### config.mk
export PLATFORM = sky130hd
export DESIGN_NAME = interrupt_sequencer
export DESIGN_NICKNAME = d
export VERILOG_FILES = /design/src/rtl/interrupt_pkg.sv /design/src/rtl/interrupt_sequencer_edge_latch.sv /design/src/rtl/interrupt_sequencer.sv
export SDC_FILE = /design/constraint.sdc
export NUM_CORES = 1
export LEC_CHECK = 0
export CORE_MARGIN = 8
export CORE_UTILIZATION = 30
export DETAILED_ROUTE_END_ITERATION = 6
export GPL_ROUTABILITY_DRIVEN = 0
export SKIP_LAST_GASP = 1
export SLEW_MARGIN = 5
export SYNTH_ARGS = -nofsm -noshare
export SYNTH_HDL_FRONTEND = slang
export SYNTH_SLANG_ARGS = --single-unit
export TNS_END_PERCENT = 100
### constraint.sdc
create_clock -name clk -period 2 [get_ports clk]
set_input_delay 0.2 -clock clk [delete_from_list [all_inputs] [get_ports clk]]
set_output_delay 0.2 -clock clk [all_outputs]
set_load 0.05 [all_outputs]
### src/rtl/interrupt_pkg.sv
// Shared types for the 8227 interrupt sequencer: request kinds, sequence states and push selectors.
package interrupt_pkg;

    typedef enum logic [2:0] {
        INT_NONE,
        INT_RESET,
        INT_NMI,
        INT_BRK,
        INT_IRQ
    } int_type_t;

    typedef enum logic [2:0] {
        ST_IDLE,
        ST_S0,
        ST_S1,
        ST_PCH,
        ST_PCL,
        ST_P,
        ST_VLO,
        ST_VHI
    } seq_state_t;

    localparam logic [1:0] PUSH_PCH = 2'd0;
    localparam logic [1:0] PUSH_PCL = 2'd1;
    localparam logic [1:0] PUSH_P   = 2'd2;

    // Idle and the first dummy cycle both report step 0.
    function automatic logic [2:0] step_of(seq_state_t s);
        case (s)
            ST_S1:   step_of = 3'd1;
            ST_PCH:  step_of = 3'd2;
            ST_PCL:  step_of = 3'd3;
            ST_P:    step_of = 3'd4;
            ST_VLO:  step_of = 3'd5;
            ST_VHI:  step_of = 3'd6;
            default: step_of = 3'd0;
        endcase
    endfunction

endpackage

### src/rtl/interrupt_sequencer_edge_latch.sv
// NMI falling-edge detector with a sticky pending latch; frozen while the core is stalled.
module int_edge_latch (
    input  logic clk_i,
    input  logic rst_i,
    input  logic enable_i,
    input  logic nmi_n_i,
    input  logic clr_i,
    output logic edge_o,
    output logic pending_o
);

    logic prev_q;
    logic latch_q;
    logic latch_d;

    assign edge_o    = enable_i & prev_q & ~nmi_n_i;
    assign pending_o = latch_q;

    // A fresh edge wins over a clear so an NMI arriving during vector fetch is not lost.
    always_comb begin
        latch_d = latch_q;
        if (edge_o) begin
            latch_d = 1'b1;
        end else if (clr_i) begin
            latch_d = 1'b0;
        end
    end

    always_ff @(posedge clk_i or posedge rst_i) begin
        if (rst_i) begin
            prev_q  <= 1'b1;
            latch_q <= 1'b0;
        end else if (enable_i) begin
            prev_q  <= nmi_n_i;
            latch_q <= latch_d;
        end
    end

endmodule

### src/rtl/interrupt_sequencer.sv
// 8227 interrupt arbiter and 7-cycle entry sequencer (dummy x2, push PCH/PCL/P, vector lo/hi).
// Define INT_INPUT_SYNC_EN to pass nmi_n, irq_n and reset_req through 2-flop synchronisers.
module interrupt_sequencer
    import interrupt_pkg::*;
#(
    parameter logic [15:0] VEC_NMI   = 16'hFFFA,
    parameter logic [15:0] VEC_RESET = 16'hFFFC,
    parameter logic [15:0] VEC_IRQ   = 16'hFFFE
) (
    input  logic        clk,
    input  logic        rst,
    input  logic        enable_ffs,
    input  logic        reset_req,
    input  logic        nmi_n,
    input  logic        irq_n,
    input  logic        i_flag,
    input  logic        instr_boundary,
    input  logic        brk_decoded,
    output logic        busy,
    output logic [2:0]  step,
    output logic        stack_push,
    output logic        stack_wr_en,
    output logic [1:0]  push_sel,
    output logic        push_b_flag,
    output logic [15:0] vector_addr,
    output logic        vector_rd,
    output logic        set_i_flag,
    output logic        reset_running
);

    logic nmi_n_s;
    logic irq_n_s;
    logic reset_req_s;

`ifdef INT_INPUT_SYNC_EN
    logic [1:0] nmi_sync_q;
    logic [1:0] irq_sync_q;
    logic [1:0] rreq_sync_q;

    always_ff @(posedge clk or posedge rst) begin
        if (rst) begin
            nmi_sync_q  <= 2'b11;
            irq_sync_q  <= 2'b11;
            rreq_sync_q <= 2'b00;
        end else begin
            nmi_sync_q  <= {nmi_sync_q[0], nmi_n};
            irq_sync_q  <= {irq_sync_q[0], irq_n};
            rreq_sync_q <= {rreq_sync_q[0], reset_req};
        end
    end

    assign nmi_n_s     = nmi_sync_q[1];
    assign irq_n_s     = irq_sync_q[1];
    assign reset_req_s = rreq_sync_q[1];
`else
    assign nmi_n_s     = nmi_n;
    assign irq_n_s     = irq_n;
    assign reset_req_s = reset_req;
`endif

    seq_state_t  state_q, state_d;
    int_type_t   type_q, type_d;
    logic        busy_q, push_q, wr_q, b_q, vrd_q, seti_q, rr_q;
    logic [2:0]  step_q;
    logic [1:0]  sel_q;
    logic [15:0] vaddr_q;
    logic [15:0] vec_base_d;
    logic        nmi_edge, nmi_pend, nmi_clr;

    // The latch is released only once the NMI vector has actually been issued.
    assign nmi_clr = enable_ffs && (state_q == ST_VLO) && (vaddr_q == VEC_NMI);

    int_edge_latch u_nmi_latch (
        .clk_i     (clk),
        .rst_i     (rst),
        .enable_i  (enable_ffs),
        .nmi_n_i   (nmi_n_s),
        .clr_i     (nmi_clr),
        .edge_o    (nmi_edge),
        .pending_o (nmi_pend)
    );

    always_comb begin
        state_d = state_q;
        type_d  = type_q;
        if (reset_req_s) begin
            state_d = ST_S0;
            type_d  = INT_RESET;
        end else begin
            case (state_q)
                ST_IDLE: begin
                    if (instr_boundary) begin
                        if (nmi_pend) begin
                            state_d = ST_S0;
                            type_d  = INT_NMI;
                        end else if (brk_decoded) begin
                            state_d = ST_S0;
                            type_d  = INT_BRK;
                        end else if (!irq_n_s && !i_flag) begin
                            state_d = ST_S0;
                            type_d  = INT_IRQ;
                        end
                    end
                end
                ST_S0:   state_d = ST_S1;
                ST_S1:   state_d = ST_PCH;
                ST_PCH:  state_d = ST_PCL;
                ST_PCL:  state_d = ST_P;
                ST_P:    state_d = ST_VLO;
                ST_VLO:  state_d = ST_VHI;
                ST_VHI: begin
                    state_d = ST_IDLE;
                    type_d  = INT_NONE;
                end
                default: state_d = ST_IDLE;
            endcase
        end
    end

    // An NMI seen up to the end of the P push hijacks an IRQ/BRK onto the NMI vector.
    always_comb begin
        if (type_d == INT_RESET) begin
            vec_base_d = VEC_RESET;
        end else if (type_d == INT_NMI || nmi_pend || nmi_edge) begin
            vec_base_d = VEC_NMI;
        end else begin
            vec_base_d = VEC_IRQ;
        end
    end

    always_ff @(posedge clk or posedge rst) begin
        if (rst) begin
            state_q <= ST_IDLE;
            type_q  <= INT_NONE;
            busy_q  <= 1'b0;
            step_q  <= 3'd0;
            push_q  <= 1'b0;
            wr_q    <= 1'b0;
            sel_q   <= PUSH_PCH;
            b_q     <= 1'b0;
            vrd_q   <= 1'b0;
            vaddr_q <= 16'h0000;
            seti_q  <= 1'b0;
            rr_q    <= 1'b0;
        end else if (enable_ffs) begin
            state_q <= state_d;
            type_q  <= type_d;
            busy_q  <= (state_d != ST_IDLE);
            step_q  <= step_of(state_d);
            push_q  <= 1'b0;
            wr_q    <= 1'b0;
            sel_q   <= PUSH_PCH;
            b_q     <= 1'b0;
            vrd_q   <= 1'b0;
            vaddr_q <= 16'h0000;
            seti_q  <= 1'b0;
            case (state_d)
                ST_PCH: begin
                    push_q <= 1'b1;
                    wr_q   <= (type_d != INT_RESET);
                    sel_q  <= PUSH_PCH;
                end
                ST_PCL: begin
                    push_q <= 1'b1;
                    wr_q   <= (type_d != INT_RESET);
                    sel_q  <= PUSH_PCL;
                end
                ST_P: begin
                    push_q <= 1'b1;
                    wr_q   <= (type_d != INT_RESET);
                    sel_q  <= PUSH_P;
                    b_q    <= (type_d == INT_BRK);
                end
                ST_VLO: begin
                    vrd_q   <= 1'b1;
                    vaddr_q <= vec_base_d;
                    seti_q  <= 1'b1;
                end
                ST_VHI: begin
                    vrd_q   <= 1'b1;
                    vaddr_q <= vaddr_q + 16'd1;
                end
                default: ;
            endcase
            if (state_d == ST_S0 && type_d == INT_RESET) begin
                rr_q <= 1'b1;
            end else if (state_q == ST_VHI) begin
                rr_q <= 1'b0;
            end
        end
    end

    assign busy          = busy_q;
    assign step          = step_q;
    assign stack_push    = push_q & enable_ffs;
    assign stack_wr_en   = wr_q;
    assign push_sel      = sel_q;
    assign push_b_flag   = b_q;
    assign vector_addr   = vaddr_q;
    assign vector_rd     = vrd_q & enable_ffs;
    assign set_i_flag    = seti_q & enable_ffs;
    assign reset_running = rr_q;

endmodule

==> metrics <==
Reg2Reg Depth=5; largest net degree at the start of global routing=37; Yosys Warn Count=0; worst setup path class=register to register; initial antenna violation count=0; GR Util All Layers=12.0%; GRT overflow=0; Core Region=6390 um2; status=completed; final worst path period need=1.88 ns; CTS tree=done; Cell Area, Placed=2550 um2; syn avg cell area=8.85 um2; synthesized netlist cell count=226; Post-CTS Hold Fix Bufs=0; diode count=0; chip height=97.7 um; r2r setup slk=0.12 ns; Flop pwr share=45.3%; max-slew violations=0; final wirelength=5540 um; NetSw=0.000691 W; RSZ-0062 raised after global routing=no; maximum clock rate=532 MHz; IO Pins=37; Filler cells=643; Avg WL per Cell=15.9 um; PnR worst setup slack=0.119 ns; CP arrival=2.06 ns; Finished Layout Cells=349; critical path fanouts, max=14; Tcrit/Tclk final=94.0%; nets=282; sequential area share after synthesis=45.1%; vias per cell=5.35; clock power share=26.6%; Fin Setup TNS=0 ns; Rel. slew slack=65.5%; most frequent cells in the layout=dfrtp_1, clkdlybuf4s50_1, nand2_1; register area=905 um2; Initial Util=31.3%; Routed Antenna Nets=0; buffers added on ports=36; Final Cell Area=2630 um2; Netlist cell types=49; VDD IR max=0.393 mV; worst slew pin tran=0.517 ns; sw frac=35.8%; first-pass GRT wire length=9660 um; leakage=1.09 nW; #FFs+latches synth=36; FF-to-FF End=push_b_flag$_DFFE_PP0P_; DPL Wire Length=3960 um; # DRC=0; layout cells sized above 1=12.9%; Max Cap Viol=0; DIE AREA=9540 um2; post-synth net total=237; vias after detailed routing=1866; root buf cell=clkbuf_8; power per cell area=734 nW/um2; worst endpoint required time=2.18 ns; worst clock skew=0.00992 ns; first drt pass iteration count=4; critical path endpoint category=register; vias in the first global route=1952; clk_lat worst skew=0.29 ns; post-cts resize count=0; Reg clk slew, reported paths=0.08 ns; Pwr Total=0.00193 W; Place WS=0.0266 ns; Final Hold Fails=0; synthesized cell area=2000 um2; P_int=0.00124 W; htree depth=2; crit path launch type=register; area delta synth->final=31.5%; Combinational Power Share=28.1%; post-CTS setup buffers=0; total clock sinks=36; HP Class=input pin to asynchronous set/reset pin; Cells after DPL=341; Starting DRT DRC Count=126; multi-input logic area=995 um2; final setup vio count=0; std cell rows=29; Max clock buf depth=2; TritonCTS Buffers=5; r2r startpoint=state_q[1]$_DFFE_PP0P_; Die W=97.7 um
sequential cells by signal, indices dropped and copies added, names as in the netlist:
| register | cells |
|---|---|
| busy | 1 |
| push_b_flag | 1 |
| push_q | 1 |
| push_sel | 2 |
| reset_running | 1 |
| seti_q | 1 |
| stack_wr_en | 1 |
| state_q | 3 |
| step | 3 |
| type_q | 3 |
| u_nmi_latch.pending_o | 1 |
| u_nmi_latch.prev_q | 1 |
| vector_addr | 16 |
| vrd_q | 1 |
cells in the mapped netlist, drive strengths merged:
cell type	n	area, um2
dfrtp	35	876
or2	1	6.26
mux2i	1	10.0
and2b	1	7.51
dfstp	1	26.3
and4	1	8.76
o31ai	2	15.0
and3b	2	17.5
nor2	21	78.8
a22o	1	8.76
o22ai	1	6.26
nor4	1	6.26
nand4b	1	8.76
nand3	11	55.1
o211a	1	10.0
nand2b	1	6.26
a21o	5	37.5
nand4	5	31.3
o41ai	3	41.3
o31a	1	8.76
nor4b	1	15.0
a221oi	1	15.0
a21oi	13	65.1
inv	12	45.0
clkbuf	7	26.3
or3	1	6.26
a32o	1	10.0
o21ai	27	139
nand2	27	101
and4bb	1	12.5
nor2b	3	18.8
nand3b	1	7.51
o2bb2ai	2	17.5
a31oi	7	43.8
o211ai	2	15.0
ha	2	25.0
mux2	3	33.8
o221ai	1	8.76
buf	5	32.5
o311ai	5	43.8
nor3	3	15.0
or4	2	15.0
o21a	3	22.5
worst max-delay path, cell delays in order, from the launching register on:
cell and delay (ns):
dfrtp_1 0.59, or3_1 0.22, a31oi_1 0.06, a221oi_2 0.44, nor2_1 0.13, o41ai_2 0.34
power by group through the flow:
stage,combinational (W),sequential [W],clock (W)
2_1_floorplan,0.000241,0.000992,0
3_3_place_gp,0.000542,0.000887,0
3_5_place_dp,0.000544,0.000889,0
4_1_cts,0.000548,0.000875,0.000527
5_1_grt,0.000589,0.000891,0.000566
6_report,0.000542,0.000875,0.000514
how the worst max path moves through the flow:
stage / startpoint / endpoint / slack [ns] / depth (start not counted)
final: state_q[1]$_DFFE_PP0P_ / push_b_flag$_DFFE_PP0P_ / 0.12 / 5
after floorplan: vector_addr[4]$_DFFE_PP0P_ / vector_addr[13]$_DFFE_PP0P_ / 0.12 / 5
after CTS: state_q[2]$_DFFE_PP0P_ / vector_addr[2]$_DFFE_PP0P_ / 0.14 / 5
after detailed placement: instr_boundary / vector_addr[2]$_DFFE_PP0P_ / 0.03 / 6
after global placement: instr_boundary / vector_addr[1]$_DFFE_PP0P_ / 0.1 / 6
after global routing: state_q[2]$_DFFE_PP0P_ / vector_addr[2]$_DFFE_PP0P_ / 0.005 / 5
per-layer routing:
metal	track usage, %	part of all wire (%)
met1	15.1	48
met2	19.6	45
met3	3.70	6.5
met4	2.45	0.45
met5	0	0
cell type report:
cell class | count | area share, %
Sequential cell | 36 | 34.4
Timing Repair Buffer | 50 | 19.3
Multi-Input combinational cell | 166 | 37.8
Tap cell | 77 | 3.66
Clock inverter | 1 | 0.190
Clock buffer | 7 | 2.90
Inverter | 12 | 1.71
cells by family (layout without fill, tap and decap cells):
family          count (synthesis)  after routing  synth area share (%)
simple gates                   84             84                  20.9
buf+inv                        24             70                  5.19
compound gates                 76             76                  25.4
flops                          36             36                  45.1
mux                             4              4                  2.19
fa+ha+maj                       2              2                  1.25
metrics by stage:
stage,utilization [%],hold WS [ns]
finish,41.2,0.323
global route,41.2,0.397
detailed placement,39.9,0.473
floorplan,-,0.352
CTS,41.2,0.347
global placement,39.9,0.484
Note: power is estimated with default switching activity, not from simulation.
